==> config.mk <==
export PLATFORM = sky130hd
export DESIGN_NAME = multi_channel_debouncer
export DESIGN_NICKNAME = d
export VERILOG_FILES = /design/src/rtl/multi_channel_debouncer.sv
export SDC_FILE = /design/constraint.sdc
export NUM_CORES = 1
export LEC_CHECK = 0
export CORE_MARGIN = 1.5
export CORE_UTILIZATION = 46
export CTS_BUF_LIST = sky130_fd_sc_hd__clkbuf_4 sky130_fd_sc_hd__clkbuf_8
export DETAILED_ROUTE_END_ITERATION = 10
export PLACE_DENSITY = 0.67
export SYNTH_ARGS = -nofsm -noshare
export SYNTH_HDL_FRONTEND = slang
export SYNTH_SLANG_ARGS = --single-unit
==> constraint.sdc <==
create_clock -name clk -period 7.8 [get_ports clk]
set_input_delay 1.56 -clock clk [delete_from_list [all_inputs] [get_ports clk]]
set_output_delay 1.56 -clock clk [all_outputs]
set_load 0.03 [all_outputs]
==> src/rtl/multi_channel_debouncer.sv <==
// rtl/multi_channel_debouncer.sv - NUM_CH independent synchroniser + stability-counter debouncers with edge pulses
module multi_channel_debouncer #(
  parameter int   NUM_CH      = 4,
  parameter int   SYNC_STAGES = 2,
  parameter int   CNT_W       = 8,
  parameter logic RESET_LEVEL = 1'b0
) (
  input  logic              clk,
  input  logic              rst,
  input  logic [NUM_CH-1:0] noisy_in,
  input  logic [CNT_W-1:0]  threshold,
  input  logic [NUM_CH-1:0] ch_en,
  output logic [NUM_CH-1:0] debounced_out,
  output logic [NUM_CH-1:0] rise_pulse,
  output logic [NUM_CH-1:0] fall_pulse,
  output logic              any_event
);

  localparam logic [CNT_W-1:0] CNT_ONE = {{(CNT_W-1){1'b0}}, 1'b1};

  logic [NUM_CH-1:0] sync_q [SYNC_STAGES];
  logic [NUM_CH-1:0] s;
  logic [CNT_W-1:0]  cnt_q [NUM_CH];
  logic [CNT_W-1:0]  cnt_d [NUM_CH];
  logic [NUM_CH-1:0] out_d;
  logic [NUM_CH-1:0] rise_d;
  logic [NUM_CH-1:0] fall_d;
  logic [CNT_W-1:0]  limit;

  // A threshold of 0 behaves as 1, so the commit limit (T-1) saturates at 0.
  assign limit = (threshold == '0) ? '0 : (threshold - CNT_ONE);
  assign s     = sync_q[SYNC_STAGES-1];

  // Synchroniser chains run every cycle regardless of channel enable.
  always_ff @(posedge clk) begin
    if (rst) begin
      for (int k = 0; k < SYNC_STAGES; k++) sync_q[k] <= {NUM_CH{RESET_LEVEL}};
    end else begin
      sync_q[0] <= noisy_in;
      for (int k = 1; k < SYNC_STAGES; k++) sync_q[k] <= sync_q[k-1];
    end
  end

  // Per-channel qualification: count consecutive disagreeing samples, commit at the limit.
  always_comb begin
    out_d  = debounced_out;
    rise_d = '0;
    fall_d = '0;
    for (int i = 0; i < NUM_CH; i++) begin
      cnt_d[i] = '0;
      if (ch_en[i] && (s[i] != debounced_out[i])) begin
        if (cnt_q[i] < limit) begin
          cnt_d[i] = cnt_q[i] + CNT_ONE;
        end else begin
          out_d[i]  = s[i];
          rise_d[i] = s[i];
          fall_d[i] = ~s[i];
        end
      end
    end
  end

  // State and pulse registers; reset discards any count in progress.
  always_ff @(posedge clk) begin
    if (rst) begin
      debounced_out <= {NUM_CH{RESET_LEVEL}};
      rise_pulse    <= '0;
      fall_pulse    <= '0;
      for (int i = 0; i < NUM_CH; i++) cnt_q[i] <= '0;
    end else begin
      debounced_out <= out_d;
      rise_pulse    <= rise_d;
      fall_pulse    <= fall_d;
      for (int i = 0; i < NUM_CH; i++) cnt_q[i] <= cnt_d[i];
    end
  end

  assign any_event = |(rise_pulse | fall_pulse);

endmodule

==> results of run 1 <==
## Yosys cell counts (all sizes together)
library cell	number	share of area, %
a2111o	4	1.6
a21o	1	0.54
a21oi	22	4.0
a41o	4	1.4
and3	10	2.4
and4	1	0.32
buf	1	0.18
dfxtp	52	37
ha	33	15
inv	3	0.41
mux2i	1	0.36
nand2	34	4.6
nand2b	9	2.0
nand3	14	2.5
nand3b	4	1.1
nor2	35	4.7
nor2b	12	3.8
nor3	11	2.0
nor3b	3	0.99
nor4	3	1.2
o2111ai	4	1.3
o211ai	8	2.9
o21ai	4	0.72
or2	1	0.23
xnor2	11	3.5
xor2	16	5.0
## metrics by stage
stage / setup slack, ps / hold WS (ps)
5_1_grt: 3390 / 463
4_1_cts: 3650 / 451
2_1_floorplan: 4180 / 414
6_report: 3660 / 448
3_3_place_gp: 3350 / 415
3_5_place_dp: 3340 / 428
## area by class of cell
class	instances	area [sq um]
multi-input cells	245	1720
well taps	75	93.8
clock inverters	3	42.5
inverters	3	11.3
repair buffers	30	300
fillers	525	2610
clock buffers	5	68.8
flip-flops and latches	52	1040
## placed cells by master, fill, tap and decap left out, types with 4 or more instances in the layout
master / synthesis / routed
dfxtp_1: 52 / 52
nor2_1: 35 / 35
nand2_1: 34 / 34
ha_1: 33 / 33
clkdlybuf4s50_1: 0 / 30
a21oi_1: 22 / 22
xor2_1: 16 / 16
nand3_1: 14 / 14
nor3_1: 11 / 11
xnor2_1: 11 / 11
nand2b_1: 9 / 9
nor2b_1: 8 / 8
and3_1: 7 / 7
clkbuf_8: 0 / 5
o21ai_0: 4 / 4
a2111o_1: 4 / 4
o211ai_1: 4 / 4
o211ai_2: 4 / 4
nand3b_1: 4 / 4
nor2b_4: 4 / 4
o2111ai_1: 4 / 4
a41o_1: 4 / 4
## kinds of logic after synthesis
| group | after synthesis | share of synthesized area [%] |
|---|---|---|
| AND/OR/NAND/NOR | 137 | 25.8 |
| flip-flops | 52 | 37.4 |
| AO/OA/AOI/OAI | 47 | 12.4 |
| adder cells (fa/ha/maj) | 33 | 14.9 |
| XOR/XNOR | 27 | 8.51 |
| buffers and inverters | 4 | 0.585 |
| multiplexers | 1 | 0.360 |
## flip-flops by register name (all words and copies together) (netlist names)
register / flops
cnt_q: 32
sync_q: 8
debounced_out: 4
fall_pulse: 4
rise_pulse: 4
## how the worst max path moves through the flow
| stage | depth (start not counted) | slack, ps | startpoint | to |
|---|---|---|---|---|
| after global routing | 11 | 3390 | threshold[0] | cnt_q[0][5] |
| after detailed placement | 11 | 3340 | threshold[0] | cnt_q[0][5] |
| final | 11 | 3660 | threshold[0] | cnt_q[0][5] |
| after CTS | 11 | 3650 | threshold[0] | cnt_q[0][5] |
| after floorplan | 10 | 4180 | threshold[0] | debounced_out[1] |
| after global placement | 11 | 3350 | threshold[0] | cnt_q[0][5] |
## power by group
group / switching (W) / internal (W) / leakage (nW)
clock network: 0.0000885 / 0.0000950 / 0.0541
registers: 0.00000120 / 0.000268 / 0.421
logic: 0.0000234 / 0.0000187 / 0.910
## critical path, cell delays in order
cell	delay (ps)
clkdlybuf4s50_1	480
inv_1	90
ha_1	240
nor3b_2	290
nor2_1	70
mux2i_1	430
ha_1	330
a21oi_1	140
o21ai_0	220
nand3b_1	370
nor2_1	160
## per-layer routing
layer  share of wire, %  global-route usage (%)  vias to the layer above
met5                  0                       0                        -
met4                1.3                    6.38                        0
met3                5.7                    2.81                        6
met2                 45                    29.5                       40
met1                 48                    23.5                      935
li1                   -                       -                     1149
==> impl_metrics.csv, run 1 <==
group,metric,value,unit
clocking,post_cts_buffers,0,
synthesis,ys_seq_area_share,37.4,%
timing,setup_viol,0,
global_routing,track_usage,17.8,%
global_routing,grt_pass1_wl,8890,um
timing,rsz0062_at_grt,"no",
timing,period_share,53.1,%
min_path,min_to,"sync_q[0][5]",
finish,drive_above_1_share,6.80,%
routing,drtIter0Drc,68,
place,port_buffers,30,
clocking,insertion_delay,300,ps
floorplan,rows,28,
outcome,outcome,"finished, final reports clean",
finish,diodes,0,
worst_setup_path,required,8040,ps
floorplan,core_area,5890,sq um
pwr,ir_worst_vdd,0.0819,mV
timing,maxSlewViolCount,0,
synthesis,synth_area,2780,sq um
routing,vias,2130,
routing,routed_via_density,5.16,
floorplan,io_pins,31,
clocking,cts_max_level,2,
worst_setup_path,start_kind,"input port",
timing,fin_crit,4140,ps
worst_setup_path,cp.arrival,4380,ps
worst_setup_path,criticalPathCategory,"input port to flop",
timing,skew,4.56,ps
finish,stdcell_count,413,
floorplan,initial_core_util,47.2,%
worst_setup_path,endpoint_kind,"flop",
synthesis,synthCells,301,
global_routing,grt_antenna_before_repair,0,
routing,ant_nets,0,
synthesis,avgSynthCellArea,9.24,sq um
pwr,p_per_area,151,nW/um^2
global_routing,overflow,0,
clocking,cts_tree,"yes",
routing,wl_per_cell,13.1,um
worst_setup_path,path_max_fanout,7,
synthesis,synth.distinct_cells,31,
job,cap_violations,0,
synthesis,ys_seq_elements,52,
clocking,root_buffer,"clkbuf_8",
clocking,clkTransAtPathRegs,90,ps
timing,finalSetupTns,0,ps
pwr,cellLeakagePower,1.39,nW
routing,drtPass1Iterations,4,
min_path,hold_path.class,"flop to flop",
worst_setup_path,r2r_setup_slack,6010,ps
synthesis,ys_warn_count,0,
finish,design_area,3280,sq um
routing,drcViolationCount,0,
clocking,cts_resized,0,
finish,fin_util,55.7,%
worst_setup_path,timing.rr.start,"cnt_q[2][3]",
clocking,hold_buffers,0,
global_routing,grt_pass1_vias,1970,
worst_setup_path,r2r-end,"debounced_out[2]",
clocking,cts_buffer_depth,2,
clocking,numCtsBuffers,5,
clocking,numClockSinks,52,
routing,wl,5420,um
finish,area_growth,18.0,%
timing,fmax,241,MHz
finish,final_nets,388,
place,dp.cells,405,
timing,timing.slew.headroom,60.8,%
worst_setup_path,ff2ff_path_depth,5,
place,dp_hpwl,4170,um
min_path,holdPathStages,1,
timing,hold_violations,0,
synthesis,syn_nets,352,
place,placed_area,3170,sq um
timing,worst_slew_pin_slew,588,ps
global_routing,grt_max_degree,17,
place,gp_congestion,0.775,
pwr,power.total,0.000494,W
floorplan,dieArea,6520,sq um
floorplan,die_w,80.7,um
floorplan,die_h,80.7,um
min_path,hold_start,"sync_q[0][1]",
Power figures use the tool's default switching activity.
==> inputs of run 2 (changes only) <==
==> constraint.sdc (replaced) <==
create_clock -name clk -period 4.1 [get_ports clk]
set_input_delay 0.82 -clock clk [delete_from_list [all_inputs] [get_ports clk]]
set_output_delay 0.82 -clock clk [all_outputs]
set_load 0.03 [all_outputs]
==> impl_metrics.csv, run 2 (synthesis results as in run 1) <==
group,metric,value,unit
timing,hold_violations,0,
clocking,cts_resized,0,
place,gp_congestion,0.808,
routing,wl_per_cell,13.2,um
floorplan,core_area,5890,sq um
routing,wl,5520,um
timing,skew,7.38,ps
worst_setup_path,required,4340,ps
finish,nFillCells,556,
worst_setup_path,cpMaxStageDelayCell,"clkdlybuf4s50_1",
floorplan,rows,28,
finish,diodes,0,
routing,drtIter0Drc,111,
floorplan,io_pins,31,
floorplan,die_h,80.7,um
clocking,root_buffer,"clkbuf_8",
finish,final_common_cell,"dfxtp_1",
finish,mostFrequentLayoutCells,"52 x dfxtp_1, 35 x nor2_1, 34 x nand2_1, 33 x ha_1, 30 x clkdlybuf4s50_1",
pwr,pwr-share-clk,33.5,%
clocking,cts_tree,"yes",
clocking,cts_max_level,2,
pwr,power_frac_seq,57.3,%
timing,holdWs,450,ps
timing,maxSlewViolCount,0,
routing,drtPass1Iterations,4,
worst_setup_path,crit_path_max_incr_delay,480,ps
min_path,hold_path.class,"flop to flop",
pwr,p_comb_share,9.2,%
worst_setup_path,r2r_setup_slack,2300,ps
pwr,cellLeakagePower,1.40,nW
finish,fin_util,56.1,%
worst_setup_path,cp.arrival,3550,ps
pwr,p_switching,0.000224,W
routing,routed_via_density,5.24,
timing,setup_viol,0,
finish,drive_above_1_share,8.16,%
worst_setup_path,critical_path.cell_chain,"clkdlybuf4s50_1 -> inv_1 -> ha_1 -> nor3b_2 -> nand2_1 -> nand2_1 -> ha_1 -> a2111o_1 -> o211ai_2 -> nand3b_1 -> nor2_1",
worst_setup_path,endpoint_kind,"flop",
global_routing,overflow,0,
timing,timing.slew.headroom,61.2,%
global_routing,track_usage,18.6,%
job,cap_violations,0,
timing,finalSetupTns,0,ps
outcome,outcome,"finished, final reports clean",
finish,area_growth,18.7,%
worst_setup_path,start_kind,"input port",
worst_setup_path,cp_num_buf_inv,2,
routing,ant_nets,0,
clocking,numCtsBuffers,5,
timing,worst_slew_pin_slew,577,ps
global_routing,grt_antenna_before_repair,0,
pwr,swShare,25.1,%
place,pre_cts_ws,463,ps
timing,layout_setup_ws,787,ps
global_routing,grt_pass1_wl,9290,um
timing,period_share,80.8,%
clocking,post_cts_buffers,0,
timing,fin_crit,3310,ps
worst_setup_path,criticalPathCategory,"input port to flop",
finish,largest_register_ffs,32,
clocking,cts_buffer_depth,2,
pwr,p_per_area,270,nW/um^2
pwr,ir_worst_vdd,0.209,mV
floorplan,dieArea,6520,sq um
finish,largest-register,"cnt_q",
clocking,hold_buffers,0,
timing,fmax,302,MHz
pwr,p_int,0.000668,W
routing,drcViolationCount,0,
clocking,clkTransAtPathRegs,100,ps
floorplan,die_w,80.7,um
worst_setup_path,path_max_fanout,7,
finish,reg.largest.list,"cnt_q: 32 flops, sync_q: 8 flops",
clocking,numClockSinks,52,
floorplan,initial_core_util,47.2,%
clocking,insertion_delay,310,ps
place,dp_hpwl,4240,um
timing,rsz0062_at_grt,"no",
global_routing,grt_pass1_vias,2066,
worst_setup_path,cpLargestDelayFamily,"simple AND/OR/NAND/NOR gates",
global_routing,grt_max_degree,18,
finish,final_nets,393,
place,port_buffers,30,
routing,vias,2190,
==> run 2: layer usage <==
| metal | wire length, um | track usage (%) |
|---|---|---|
| met1 | 2740 | 24.6 |
| met2 | 2440 | 29.8 |
| met3 | 263 | 4.16 |
| met4 | 87 | 6.55 |
| met5 | 0 | 0 |
==> run 2: worst paths after layout <==
path | from | end | cells past startpoint
min reg2reg | sync_q[0][0] | sync_q[0][4] | 1
max reg2reg | cnt_q[2][3] | debounced_out[2] | 5
min | sync_q[0][0] | sync_q[0][4] | 1
max | threshold[0] | cnt_q[0][7] | 11
==> run 2: stage by stage <==
step / cell area (sq um) / cells / total power, W
6_report: 3300 / 418 / 0.000892
4_1_cts: 3300 / 418 / 0.000905
5_1_grt: 3300 / 418 / 0.000935
3_5_place_dp: 3210 / 410 / 0.000606
2_1_floorplan: 2780 / 301 / 0.000567
3_3_place_gp: 3210 / 410 / 0.000604
==> run 2: power groups by stage <==
stage	sequential, W	clock, W	combinational, W
floorplan	0.000522	0	0.0000450
global placement	0.000523	0	0.0000810
detailed placement	0.000523	0	0.0000828
CTS	0.000512	0.000310	0.0000829
global route	0.000512	0.000330	0.0000931
finish	0.000511	0.000299	0.0000822
==> run 2: cell type report <==
type,instances,area (sq um),share of cell area [%]
Tap cell,75,93.8,2.84
Clock buffer,5,68.8,2.09
Multi-Input combinational cell,245,1720,52.2
Clock inverter,3,23.8,0.721
Inverter,3,11.3,0.341
Timing Repair Buffer,35,338,10.2
Sequential cell,52,1040,31.6
==> run 2: worst reg2reg max path: stages (launching register included) <==
cell and delay, ps:
dfxtp_1 440, ha_1 290, a2111o_1 450, o2111ai_1 230, a21oi_1 100, a41o_1 200
==> inputs of run 3 (changes only) <==
--- a/config.mk
+++ b/config.mk
@@ -9,7 +9,7 @@
 export CORE_UTILIZATION = 46
 export CTS_BUF_LIST = sky130_fd_sc_hd__clkbuf_4 sky130_fd_sc_hd__clkbuf_8
 export DETAILED_ROUTE_END_ITERATION = 10
-export PLACE_DENSITY = 0.67
+export PLACE_DENSITY = 0.7
 export SYNTH_ARGS = -nofsm -noshare
 export SYNTH_HDL_FRONTEND = slang
 export SYNTH_SLANG_ARGS = --single-unit
==> constraint.sdc (replaced) <==
create_clock -name clk -period 2.75 [get_ports clk]
set_input_delay 0.55 -clock clk [delete_from_list [all_inputs] [get_ports clk]]
set_output_delay 0.55 -clock clk [all_outputs]
set_load 0.03 [all_outputs]
==> impl_metrics.csv, run 3 (synthesis results as in run 1) <==
group,metric,value,unit
worst_setup_path,endpoint_kind,"flop",
timing,setup_viol,0,
finish,stdcell_count,435,
timing,finalSetupTns,0,ps
routing,wl_per_cell,13.7,um
worst_setup_path,cp.arrival,2810,ps
worst_setup_path,cpMaxStageDelayCell,"nor4_4",
job,cap_violations,0,
finish,reg.largest.list,"cnt_q: 32 flops, sync_q: 8 flops",
clocking,cts_tree,"yes",
clocking,insertion_delay,310,ps
global_routing,grt_pass1_vias,2274,
timing,period_share,94.1,%
worst_setup_path,cp_num_buf_inv,3,
floorplan,core_area,5890,sq um
worst_setup_path,critical_path.cell_chain,"clkdlybuf4s15_1 -> nor4_4 -> nand2_1 -> nor3b_2 -> a21oi_1 -> buf_4 -> ha_1 -> nand2_1 -> buf_4 -> nor2_2 -> o211ai_2 -> nor2b_4 -> nor3_1",
worst_setup_path,start_kind,"input port",
clocking,numClockSinks,52,
worst_setup_path,path_max_fanout,4,
routing,drtPass1Iterations,4,
finish,diodes,0,
global_routing,grt_max_degree,17,
worst_setup_path,crit_path_max_incr_delay,360,ps
global_routing,grt_antenna_before_repair,0,
routing,wl,5960,um
finish,drive_above_1_share,18.1,%
floorplan,die_w,80.7,um
clocking,root_buffer,"clkbuf_8",
timing,rsz0062_at_grt,"no",
outcome,outcome,"finished, final reports clean",
finish,mostFrequentLayoutCells,"52 x dfxtp_1, 33 x nor2_1, 32 x ha_1, 31 x nand2_1",
min_path,hold_path.class,"flop to flop",
floorplan,dieArea,6520,sq um
finish,final_nets,410,
routing,ant_nets,0,
place,port_buffers,30,
timing,hold_violations,0,
finish,largest_register_ffs,32,
floorplan,io_pins,31,
place,dp_hpwl,4500,um
finish,largest-register,"cnt_q",
worst_setup_path,cpLargestDelayFamily,"simple AND/OR/NAND/NOR gates",
global_routing,track_usage,20.0,%
timing,timing.slew.headroom,61.7,%
pwr,cellLeakagePower,1.57,nW
worst_setup_path,required,2970,ps
timing,worst_slew_pin_slew,569,ps
floorplan,initial_core_util,47.2,%
global_routing,overflow,0,
clocking,cts_buffer_depth,2,
finish,final_common_cell,"dfxtp_1",
clocking,numCtsBuffers,5,
routing,drcViolationCount,0,
timing,fin_crit,2590,ps
timing,skew,6.49,ps
place,gp_congestion,0.769,
worst_setup_path,criticalPathCategory,"input port to flop",
floorplan,die_h,80.7,um
clocking,clkTransAtPathRegs,100,ps
routing,routed_via_density,5.22,
pwr,p_per_area,452,nW/um^2
pwr,ir_worst_vdd,0.285,mV
routing,vias,2272,
clocking,cts_max_level,2,
timing,fmax,386,MHz
finish,area_growth,29.3,%
place,dp.cells,424,
routing,drtIter0Drc,105,
global_routing,grt_pass1_wl,10000,um
timing,maxSlewViolCount,0,
floorplan,rows,28,
==> run 3: changes by cell type in the layout (fill, tap and decap cells not counted), moves of 4 or more <==
cell / before / now
buf_4: 5 / 22
clkdlybuf4s50_1: 30 / 22
dlymetal6s2s_1: 0 / 4
nor3_1: 11 / 6
nor3_2: 0 / 5
==> run 3: where the power goes <==
group	total, W	leakage [nW]	switching [W]	internal, W
registers	0.000762	0.421	0.00000358	0.000759
logic	0.000150	1.07	0.0000783	0.0000718
clock network	0.000711	0.0784	0.000257	0.000455
total	0.00162	1.57	0.000339	0.00129
==> run 3: worst register-to-register path: cells and delay by family (launching register included) <==
| family | cells | cell delay (ps) |
|---|---|---|
| DFF | 1 | 360 |
| adders and majority gates | 1 | 340 |
| AOI/OAI and AO/OA | 2 | 580 |
| and+or+nand+nor | 2 | 410 |
==> run 3: what timing repair did <==
action                                  CTS  global route
pin swaps                                10             8
endpoints found under the hold margin     0             0
setup buffers                             1             2
resized for setup                        22            15
hold buffers                              0             0
endpoints found under the setup margin   44            44
==> run 3: per-layer routing <==
layer | routed length [um] | vias up | global-route usage (%)
met5 | 0 | - | 0
met4 | 106 | 0 | 7.93
met3 | 182 | 12 | 3.48
met2 | 2880 | 39 | 34.9
met1 | 2790 | 1031 | 24.4
li1 | - | 1190 | -
==> run 3: worst paths after layout <==
| kind | slack (ps) | cells past startpoint | endpoint | from |
|---|---|---|---|---|
| max reg2reg | 1000 | 5 | cnt_q[1][0] | cnt_q[1][3] |
| min reg2reg | 440 | 1 | sync_q[0][7] | sync_q[0][3] |
| max | 160 | 13 | fall_pulse[2] | threshold[2] |
| min | 440 | 1 | sync_q[0][7] | sync_q[0][3] |
==> run 3: final cells by class <==
class | instances | area (sq um)
clock buffers | 5 | 68.8
clock inverters | 3 | 90.1
fillers | 538 | 2290
inverters | 3 | 11.3
multi-input cells | 245 | 1820
flip-flops and latches | 52 | 1040
well taps | 75 | 93.8
repair buffers | 52 | 469
==> run 3: metrics by stage <==
stage | total power (W) | hold WS [ps] | worst slack [ps] | cell area [sq um] | util, %
2_1_floorplan | 0.000846 | 414 | 138 | 2780 | -
3_3_place_gp | 0.000913 | 416 | -513 | 3310 | 56.3
3_5_place_dp | 0.000919 | 425 | -555 | 3310 | 56.3
4_1_cts | 0.00164 | 449 | 16.5 | 3550 | 60.3
5_1_grt | 0.00168 | 463 | 1.22 | 3600 | 61.1
6_report | 0.00162 | 443 | 162 | 3600 | 61.1
